[src/rtl/spi_keys_regmap.sv]
// Debounced key state with per-key change latches, read through an auto-incrementing SPI register map.
// Latency: SPI byte strobe to spi_tx_byte_o is 1 cycle; irq_o follows change-latch updates by 1 cycle.
// Backpressure: none; every strobe seen with chip select low is serviced the cycle after it arrives.
module spi_keys_regmap #(
    parameter int NUM_KEYS   = 68,
    parameter int SAMPLE_DIV = 7500,
    parameter int DEBOUNCE   = 4
) (
    input  logic                clk_g_i,
    input  logic                rstn_g_i,
    input  logic [NUM_KEYS-1:0] keys_i,
    input  logic                spi_cs_i,
    input  logic                spi_rx_valid_i,
    input  logic [7:0]          spi_rx_byte_i,
    output logic [7:0]          spi_tx_byte_o,
    output logic                irq_o,
    output logic                sample_tick_o
);
    localparam int GROUPS = (NUM_KEYS + 7) / 8;
    localparam int PADW   = GROUPS * 8;
    localparam int DIVW   = $clog2(SAMPLE_DIV);

    typedef logic [DEBOUNCE-1:0] hist_t;

    logic [NUM_KEYS-1:0] sync1_q, sync2_q;
    logic [DIVW-1:0]     div_q, div_d;
    logic                tick;
    hist_t               hist_q [NUM_KEYS];
    hist_t               hist_d [NUM_KEYS];
    logic [NUM_KEYS-1:0] state_q, state_d, chg_q, chg_d, flip, clr;
    logic                irq_q, tick_q;
    logic                mid_frame_q;
    logic [7:0]          addr_q, tx_q, rd_addr, rd_dat;
    logic                rd_vld;
    logic [PADW-1:0]     state_pad, chg_pad;
    logic [8:0]          chg_cnt;

    always_comb begin
        tick  = (div_q == DIVW'(SAMPLE_DIV - 1));
        div_d = tick ? '0 : div_q + DIVW'(1);
    end

    // A key only changes level once its whole history window agrees.
    always_comb begin
        state_d = state_q;
        flip    = '0;
        for (int k = 0; k < NUM_KEYS; k++) begin
            hist_d[k] = hist_q[k];
            if (tick) begin
                hist_d[k] = hist_t'({hist_q[k], sync2_q[k]});
                if ((&hist_d[k]) && !state_q[k]) begin
                    state_d[k] = 1'b1;
                    flip[k]    = 1'b1;
                end else if (!(|hist_d[k]) && state_q[k]) begin
                    state_d[k] = 1'b0;
                    flip[k]    = 1'b1;
                end
            end
        end
    end

    assign state_pad = PADW'(state_q);
    assign chg_pad   = PADW'(chg_q);
    assign rd_vld    = spi_rx_valid_i && !spi_cs_i;
    assign rd_addr   = mid_frame_q ? addr_q : spi_rx_byte_i;

    always_comb begin
        rd_dat  = 8'h00;
        clr     = '0;
        chg_cnt = '0;
        for (int k = 0; k < NUM_KEYS; k++) begin
            chg_cnt = chg_cnt + 9'(chg_q[k]);
        end
        for (int g = 0; g < GROUPS; g++) begin
            if (rd_addr == 8'(g)) begin
                rd_dat = state_pad[g*8 +: 8];
            end
            if (rd_addr == 8'(8'h40 + g)) begin
                rd_dat = chg_pad[g*8 +: 8];
                for (int i = 0; i < 8; i++) begin
                    if (g*8 + i < NUM_KEYS) begin
                        clr[g*8 + i] = rd_vld;
                    end
                end
            end
        end
        if (rd_addr == 8'h7E) begin
            rd_dat = (chg_cnt > 9'd255) ? 8'hFF : chg_cnt[7:0];
        end
        if (rd_addr == 8'h7F) begin
            rd_dat = 8'(NUM_KEYS);
        end
    end

    // Set after clear, so a change landing on the cycle its group is read is kept for the next read.
    assign chg_d = (chg_q & ~clr) | flip;

    always_ff @(posedge clk_g_i) begin
        if (!rstn_g_i) begin
            sync1_q     <= '0;
            sync2_q     <= '0;
            div_q       <= '0;
            tick_q      <= 1'b0;
            for (int k = 0; k < NUM_KEYS; k++) begin
                hist_q[k] <= '0;
            end
            state_q     <= '0;
            chg_q       <= '0;
            irq_q       <= 1'b0;
            mid_frame_q <= 1'b0;
            addr_q      <= 8'h00;
            tx_q        <= 8'h00;
        end else begin
            sync1_q <= keys_i;
            sync2_q <= sync1_q;
            div_q   <= div_d;
            tick_q  <= tick;
            for (int k = 0; k < NUM_KEYS; k++) begin
                hist_q[k] <= hist_d[k];
            end
            state_q <= state_d;
            chg_q   <= chg_d;
            irq_q   <= |chg_q;
            if (spi_cs_i) begin
                mid_frame_q <= 1'b0;
            end else if (spi_rx_valid_i) begin
                mid_frame_q <= 1'b1;
                addr_q      <= rd_addr + 8'd1;
                tx_q        <= rd_dat;
            end
        end
    end

    assign spi_tx_byte_o = tx_q;
    assign irq_o         = irq_q;
    assign sample_tick_o = tick_q;

endmodule

[config.mk]
export PLATFORM = sky130hd
export DESIGN_NAME = spi_keys_regmap
export DESIGN_NICKNAME = d
export VERILOG_FILES = /design/src/rtl/spi_keys_regmap.sv
export SDC_FILE = /design/constraint.sdc
export NUM_CORES = 1
export LEC_CHECK = 0
export BUFFER_PORTS_ARGS = -buffer_cell sky130_fd_sc_hd__buf_2
export CELL_PAD_IN_SITES_DETAIL_PLACEMENT = 0
export CELL_PAD_IN_SITES_GLOBAL_PLACEMENT = 1
export CORE_ASPECT_RATIO = 1.4
export CORE_MARGIN = 1
export CORE_UTILIZATION = 40
export CTS_CLUSTER_SIZE = 24
export DETAILED_ROUTE_END_ITERATION = 12
export GPL_TIMING_DRIVEN = 0
export PLACE_DENSITY = 0.8
export SLEW_MARGIN = 20
export SYNTH_ARGS = -nofsm -noshare
export SYNTH_HDL_FRONTEND = slang
export SYNTH_SLANG_ARGS = --single-unit
[constraint.sdc]
create_clock -name clk_g_i -period 5.72 [get_ports clk_g_i]
set_input_delay 0.572 -clock clk_g_i [delete_from_list [all_inputs] [get_ports clk_g_i]]
set_output_delay 0.572 -clock clk_g_i [all_outputs]
set_load 0.05 [all_outputs]
# Word-level counts from Yosys, hierarchy flattened
# Memory sizes are Yosys's and may differ from the RTL's.
# Cells that the tools add are included.
# Widths: inputs -> output; s select.
classes:
  n_addsub: 69
  magnitude_cmp: 1
  eq_ne: 20
  mux: 509
  n_bitwise: 73
  n_reduce_logical: 551
ops:
  columns: ["op", "count"]
  rows:
  - ["$mux 4", 137]
  - ["$add 9x1->9", 59]
  - ["$mux 1", 342]
  - ["$reduce_and 4->1", 68]
  - ["$reduce_or 4->1", 68]
  - ["$mux 8", 30]
  - ["$reduce_and 2->1", 69]
  - ["$logic_and 1x1->1", 137]
  - ["$logic_not 1->1", 137]
  - ["$reduce_bool 2->1", 68]
  - ["$eq 8x7->1 const B", 11]
  - ["$and 68x68->68", 1]
  - ["$not 68->68", 1]
  - ["$or 1x1->1", 68]
  - ["$or 68x68->68", 1]
  - ["$reduce_or 68->1", 1]
  - ["$eq 8x3->1 const B", 4]
  - ["$eq 8x2->1 const B", 2]
  - ["$add 13x1->13 const B", 1]
  - ["$eq 13x13->1 const B", 1]
  - ["$add 8x1->9", 1]
  - ["$gt 9x8->1 const B", 1]
  - ["$add 7x1->8", 1]
  - ["$add 8x1->8 const B", 1]
  - ["other kinds (11)", 13]
totals:
  regBits: 304
  mem_bits_rw: 272
  input_bits: 80
  out_inout_bits: 10
  wordCells: 1301
  mem_count: 1
mem_list:
  columns: ["name", "words", "word_bits", "read_ports", "rd_clocked_by_memory_dff", "write_ports", "line", "source"]
  rows:
  - ["hist_q", 68, 4, 68, 0, 68, "28", "hist_t hist_q [NUM_KEYS];"]

# Logic depth before layout (Yosys ltp)
# Gate-level depths: netlist of the first run.
logic_depth:
  depth_word: 71
  mapped_depth: 24
  mapped_depth_nobuf: 24

# Least setup slack after synthesis of the first run
# No wires, ideal clock.
synth_timing:
  path_kind: "reg-to-reg"
  startpoint: "reg chg_q[35]"
  endpoint: "reg tx_q[2], in the netlist spi_tx_byte_o[2]"
  setup_ns: 0.124
  arrival_time_ns: 5.958
  required_time_ns: 5.596
  path_slack_ns: -0.362
  stages_incl_launch_ff: 22
  path_buffers: 0
  period_less_slack_ns: 6.082
  cell_sequence: "dfxtp_1 > inv_1 > fa_1 > inv_1 > fa_1 > inv_1 > fa_1 > inv_1 > fa_1 > inv_1 > fa_1 > fa_1 > fa_1 > fa_1 > inv_1 > ha_1 > fa_1 > xor2_1 > a222oi_1 > nand4_1 > a221oi_1 > a21oi_1"
synth_between:
  elab_chain_cells: 37
synth_lines:
  columns: ["element", "line", "source"]
  rows:
  - ["from (decl)", "30", "logic [NUM_KEYS-1:0] state_q, state_d, chg_q, chg_d, flip, clr;"]
  - ["from (signal assigned)", "122", "chg_q <= chg_d;"]
  - ["$add 9x1->9 (*) (33 in series)", "72", "chg_cnt = chg_cnt + 9'(chg_q[k]);"]
  - ["$gt 9x8->1", "88", "rd_dat = (chg_cnt > 9'd255) ? 8'hFF : chg_cnt[7:0];"]
  - ["$mux 8 (*)", "88", null]
  - ["$mux 8 (*)", "87", "if (rd_addr == 8'h7E) begin"]
  - ["$mux 8 (*)", "90", "if (rd_addr == 8'h7F) begin"]
  - ["to (signal assigned)", "129", "tx_q <= rd_dat;"]
  - ["to (decl)", "33", "logic [7:0] addr_q, tx_q, rd_addr, rd_dat;"]
# Mark *: on every way between the ends. The rest lies on a longest branch, timed or not.
# A chain may end at the register's enable or synchronous reset.

# Worst setup path after layout of the first run
# Same ends and word-level chain as after synthesis.

==> results of run 1 <==
[path summary, 6_finish.rpt]
kind                    start               end  slack (ps)  cells past startpoint
hold reg to reg   sync1_q[14]       sync2_q[14]         430                      1
setup / recovery    chg_q[35]  spi_tx_byte_o[2]        -780                     21
setup reg to reg    chg_q[35]  spi_tx_byte_o[2]        -780                     21
hold / removal       spi_cs_i       mid_frame_q         150                      2
[cell type report]
type                       instances  area [um2]
buffer                           148       583.1
sequential                       508       10190
inverter                         109       409.1
antenna                            1       2.502
timing repair buffer              93       483.0
clock inverter                    23       359.1
clock buffer                      71        1473
multi-input combinational       2091       12010
tap                              735       919.6
fill                            5641       30280
[metal layers]
layer / up-vias / share of wire (%) / global-route usage [%]
li1: 10210 / - / -
met1: 10390 / 41 / 34.09
met2: 598 / 50 / 49.48
met3: 164 / 4.7 / 3.350
met4: 4 / 3.6 / 10.35
met5: - / 0.038 / 0
[state kept, by name (all words and copies together), names as in the netlist]
register,flops
state_q,68
addr_q,8
hist_q,204
sync1_q,68
mid_frame_q,1
sync2_q,68
irq_o,1
spi_tx_byte_o,8
chg_q,68
div_q,13
sample_tick_o,1
[layout by cell type, fill, tap and decap left out, drive strengths merged, types with 6 or more instances in the layout]
cell type  count
clkbuf       204
clkinvlp       7
o211ai         9
a211oi        11
nand2        565
clkinv         9
o221ai         6
xor2          15
nor3b         46
or3            9
nand4         26
and3          15
a21oi        361
fa            58
a41oi         20
a22oi         39
nor3         105
mux2i          9
nor2         184
nor4          72
xnor2          7
or4           55
o21ai        100
nand3         78
bufinv         7
dfxtp        508
inv          109
o22ai         13
and2         140
a221oi        10
ha            21
nand2b        37
buf          108
[where the power goes]
| group | total (mW) | switching [mW] | leakage (nW) | internal [mW] |
|---|---|---|---|---|
| combinational | 0.307 | 0.210 | 3.93 | 0.0965 |
| clock | 3.61 | 1.48 | 0.875 | 2.13 |
| sequential | 3.63 | 0.0376 | 4.13 | 3.59 |
[cell families after synthesis]
logic type,after synthesis
AND/OR/NAND/NOR,1362
AO/OA/AOI/OAI,619
flip-flops,508
buffers and inverters,257
adder cells (fa/ha/maj),79
XOR/XNOR,22
multiplexers,9
[metrics by stage]
step           total power [mW]  std cells
2_1_floorplan             3.862       2856
3_3_place_gp              4.005       3677
3_5_place_dp              4.009       3677
4_1_cts                   7.618       3778
5_1_grt                   7.785       3778
6_report                  7.547       3779
[what timing repair did]
| item | 4_1_cts | 5_1_grt |
|---|---|---|
| pin swaps | 4 | 6 |
| buffers inserted | 7 | 0 |
| resized for setup | 23 | 11 |
| gates cloned | 0 | 0 |
| endpoints found under the setup margin | 7 | 7 |
==> results list, run 1 <==
- Area growth from synthesis to final layout: 14.49%
* Commonest cells in the synthesized netlist: nand2_1, dfxtp_1, a21oi_1
- Once detail routing completed, the nets flagged for antenna violations numbered 0.
* Overall die width: 205.0 um
- Fin nets: 3161
- Number of enable flip-flop cells after synthesis: 0
- The first global-routing pass estimated 123400 um of wire.
- After synthesis, the mean cell area works out to 8.082 um2.
* Worst rel slew slack: 22.75%
* Final min period: 6495 ps
- In this run the deepest clock path goes through 3 buffers.
- Sequential share of the synthesized area: 44.06%
* Vias in the first global route: 20460
- Kind of start point of the critical path: flop
- Routability-driven placement finished with a final weighted congestion of 1.002.
* Setup TNS: -3057 ps
* IO Pins: 90
- Peak VDD IR: 0.2396 mV
* Number of failing hold endpoints at the final stage: 0
- Area share of fa/ha/maj cells after synthesis: 6.168%
- GRT Resource Usage Total: 27.83%
- The setup path with the least slack is of type reg -> reg.
- STA puts the critical path data required time at 6200 ps.
- Prior to clock tree synthesis, the placed netlist has a worst setup slack of -1374 ps.
* Routed len/inst: 21.66 um
- Initial drt markers: 1506
* Unique masters post-synth: 72
- Synthesis Warnings: 0
- Crit-path max FO: 2
- Measured on the finished design, the core utilization comes to 46.61%.
* Total die area: 58690 um2
- The most used flip-flop cell after synthesis is dfxtp_1.
* Fin. max-slew vios: 0
- For the worst setup path, the data arrival time is 6970 ps.
- Syn Nets: 3015
- Summing the areas of all compound-gate instances in the mapped netlist gives 15.54% of the synthesized area.
- The final reports fail on setup timing.
- H-tree depth: 2
- Critical-path top delay cell: fa_1
- Category of the worst setup path capture point: flop
* Detail-routed via count per cell: 5.655
- nand2_1 is the most common cell in the netlist.
- The clock drives 508 sinks.
- For this run, the slowest stage of the critical path takes 560 ps.
* Post-synthesis cell type with the largest combined area: dfxtp_1
- At the pin with the least slew margin, the transition time is 1159 ps.
* Clock tree from TritonCTS: built
- Largest net degree at the start of global routing: 17
- Summed over all layers, the routed wires come to 81840 um.
* Area of the core region: 56700 um2
- Overflow after GRT: 0
* Total via count in the routed design: 21370
* Ratio of final minimum period to clock period: 113.6%
* Buf/Inv on CP: 6
* Cells along the critical path: inv_2, fa_1, inv_2, fa_1, inv_2, fa_1, inv_2, fa_1, inv_1, fa_1, fa_1, fa_1, fa_1, inv_1, ha_2, fa_2, xor2_2, a222oi_1, nand4_1, a221oi_2, a21oi_1
- Clock-pin slew was measured on the worst setup and hold paths at 70 ps.
- The initial utilization of the core area, before any placement, comes to 40.71%.
- The initial antenna violation count was 2.
* Power Dens Cells: 285.6 nW/um2
- Setup violations remaining at the end of the flow were counted as 6.
* Area share of and/or/nand/nor cells after synthesis: 28.71%
* Highest clock rate: 0.1540 GHz
- Die H: 286.2 um
* Quantity of hold-fixing buffers added after cts: 0
- Summing the areas of all xor and xnor instances in the mapped netlist gives 0.8347% of the synthesized area.
- Total placed instance area: 24440 um2
* Mapped cell area: 23080 um2
- In the final layout, the share of cells above drive strength 1 is 7.986%.
- TritonRoute pass-1 iters: 5
- The run finished, with violations left.
* Synth async-reset ratio: 0%
* Least setup slack across all paths after layout: -775.3 ps
- Num CTS Buffers: 51
- Hold timing on the final database bottoms out at a slack of 148.7 ps.
- Among the stages of the critical path, the cell type that occurs most often is fa_1.
- Top cell family by delay on the critical path: adder cells
- The count of buffers added on input and output ports is 86.
- Total half-perimeter wirelength after legalization and detailed placement: 62740 um
* RSZ-0062 raised after global routing: true
* Count of mapped cells out of synthesis: 2856
- Buffer cell driving the clock tree root: clkbuf_16
- By area, the combinational part of the netlist is dominated by simple AND/OR/NAND/NOR gates.
* Clock network latency to the later pin of the worst-skew pair: 620 ps
* Proportion of synthesized area in mux cells: 0.3903%
* LEAKAGE: 8.930 nW
- Final setup skew: 15.46 ps
* Yosys reg bits: 508
* Post-route DRC violation count: 0
* Max-cap viol count: 0
* Dominant cells by area after synthesis: dfxtp_1, nand2_1, a21oi_1, fa_1, and2_1
* Finished Cell Area: 26430 um2
- The path class of the tightest hold or removal check is in -> reg.
- Proportion of netlist area held by the largest area contributor: 44.06%
* Number of placement rows: 103
Note: power is estimated with default switching activity, not from simulation.
==> run 2, diff against run 1 <==
Settings changed: BUFFER_PORTS_ARGS -buffer_cell sky130_fd_sc_hd__buf_2 to -buffer_cell sky130_fd_sc_hd__buf_4, SETUP_SLACK_MARGIN set to 0.3.
==> run 2 against run 1 <==
  * Clock power fell by 4%
  * Critical path type unchanged
  * Global-route usage fell by 0.12 points
  * Highest routed layer is now met4
  * Largest cell class unchanged
  * Clock-buffer cell count fell by 2
  * Worst setup slack improved by 21 ps
  * The run still ends with setup timing left
==> results list, run 2 (same netlist as run 1, synthesis figures left out) <==
- FF-to-FF Start: chg_q[27]
* Setup TNS: -2767 ps
* Highest clock rate: 0.1544 GHz
* Status: finished, violations left
* Fin nets: 3163
- For this configuration, the core starts out at a cell density of 40.71%.
- Setup crit start: chg_q[27]
* Required @ worst endpoint: 6200 ps
- The first global-routing pass estimated 122800 um of wire.
- The total count of max-transition violations in the final report came to 0.
* Most frequent cells in the layout: nand2_1, dfxtp_1, a21oi_1
- At the end of routability-driven placement, the weighted congestion stood at 1.019.
- In this run the tool buffered the top-level ports with 86 buffer cells.
- Actual slew at the worst max-slew pin: 1149 ps
* Final-report setup violation count: 6
- In this run the power density over the cells is 278.4 nW/um2.
* Reg-to-reg critical path endpoint: spi_tx_byte_o[2]
- Of all nets on the critical path, the largest fanout is 3.
* Largest register by flop count: hist_q
- The number of endpoints with negative hold slack in the final report came to 0.
- Violations in the final reports: setup timing
- Clock tree sinks: 508
- Routed len/inst: 21.80 um
* Reg2reg setup slack: -750 ps
* Register-to-Register Path Depth: 19
* Detail-routed via count per cell: 5.661
- The routed layout has 21370 vias.
- 90 I/O pins were placed.
* Ratio of final minimum period to clock period: 113.2%
- After clock tree synthesis, the clock-pin slew on the worst setup and hold paths is 60 ps.
- In this run the worst hold path is classified as in -> reg.
- Peak VDD IR: 0.2371 mV
- Max-cap violations in this run came to 0.
- Clock tree from TritonCTS: built
- Area growth from synthesis to final layout: 15.17%
- In this run the standard cell core region covers 56700 um2.
- Routed Antenna Nets: 0
* Initial drt markers: 1632
* Overflow after GRT: 0
* Total half-perimeter wirelength after legalization and detailed placement: 62840 um
- Post-route DRC violation count: 0
- Data arrives at the worst endpoint at 6950 ps.
* Drt total wl: 82290 um
- Category of the worst setup path capture point: flop
- RSZ-0062 raised after global routing: true
- The via count of the first global-routing pass is 20580.
- Buffers inserted during clock tree synthesis total 51.
* Clock buffer depth: 3
- In this run the clock root is driven by a clkbuf_16.
- Entering global routing, the biggest net connects 16 pins.
- Antenna violations before repair: 0
- For this run, the detailed router's first-pass iteration total came to 7.
- Proportion of layout cells with a drive suffix above 1: 8.232%
- Total die area: 58690 um2
- Leaving out fill and tap cells, the most frequent cell in the layout is nand2_1.
- The floorplan step set the die width to 205.0 um.
- Critical path start-end classification: reg -> reg
- The routed design could run at a clock period as short as 6475 ps.
- The floorplan has 103 rows.
* Power after layout: 7.401 mW
- Kind of start point of the critical path: flop
- The H-tree was split into 2 levels.
- In the global route stage, overall resource usage came out at 27.71%.
- Cells fill 46.88% of the core in the end.
- Max FFs per register: 204
- Clock latency on the worst-skew pair, taken at its later pin, is 610 ps.
- Worst rel slew slack: 23.17%
* Least setup slack across all paths after layout: -754.7 ps
- Setup crit end: spi_tx_byte_o[2]
- Measured along the y axis, the die boundary spans 286.2 um.
* Final setup skew: 24.53 ps
- LEAKAGE: 8.973 nW
[run 2: cell count changes in the layout (fill, tap and decap cells not counted), moves of 2 or more]
cell / change
buf_4: +87
buf_2: -86
dfxtp_1: -7
clkinvlp_4: -6
fa_1: -6
fa_2: +6
clkbuf_8: -5
dfxtp_4: +5
clkbuf_1: +3
inv_1: -3
clkinv_4: +2
dfxtp_2: +2
inv_4: +2
o21ai_1: +2
[run 2: per-layer routing]
layer  up-vias  wire length (um)  GRT usage, %
met4         0              3785         12.41
met1     10380             34100         33.82
met3       165              3732         3.168
li1      10190                 -             -
met2       631             40680         48.57
met5         -                 0             0
[run 2: power breakdown]
group          switching [mW]  internal, mW  leakage, nW
sequential             0.0388          3.59         4.13
combinational           0.208         0.112         4.02
clock                    1.44          2.02        0.820
[run 2: critical path, stage by stage (launching register included)]
cell      delay, ps
dfxtp_2         370
inv_1           100
fa_1            520
inv_1            60
fa_1            470
fa_1            540
inv_2            40
fa_1            530
fa_2            480
fa_2            560
fa_2            440
fa_1            500
inv_2            50
ha_4            160
fa_2            370
xor2_2          170
a222oi_1        370
nand4_1         240
a221oi_2        280
a21oi_2         100
[run 2: repair_timing]
item,CTS,global route
gates cloned,0,0
hold buffers,0,0
gates resized for setup,37,24
pin swaps,14,16
buffers inserted,7,2
setup endpoints to repair,7,7
[run 2: cell type report]
class | instances | area (um2)
Antenna cell | 2 | 5.005
Buffer | 148 | 584.3
Clock buffer | 69 | 1394
Clock inverter | 17 | 292.8
Fill cell | 5596 | 30120
Inverter | 109 | 414.1
Multi-Input combinational cell | 2091 | 12050
Sequential cell | 508 | 10210
Tap cell | 735 | 919.6
Timing Repair Buffer | 95 | 716.9
[run 2: how the worst min path moves through the flow]
stage	from	to	slack (ps)	cells after the start
5_1_grt	keys_i[36]	sync1_q[36]	160	2
2_1_floorplan	sync1_q[0]	sync2_q[0]	410	1
6_report	spi_cs_i	mid_frame_q	170	2
3_5_place_dp	sync1_q[24]	sync2_q[24]	420	1
4_1_cts	keys_i[21]	sync1_q[21]	150	2
3_3_place_gp	sync1_q[26]	sync2_q[26]	420	1
[run 2: stage by stage]
step	area, um2	worst slack (ps)	std cells	hold slack (ps)
floorplan	23090	-173.4	2856	411.9
global placement	24660	-1204	3677	415.4
detailed placement	24660	-1220	3677	417.7
CTS	26500	-719.1	3770	147.7
global route	26580	-852.3	3772	160.8
finish	26590	-754.7	3774	169.1
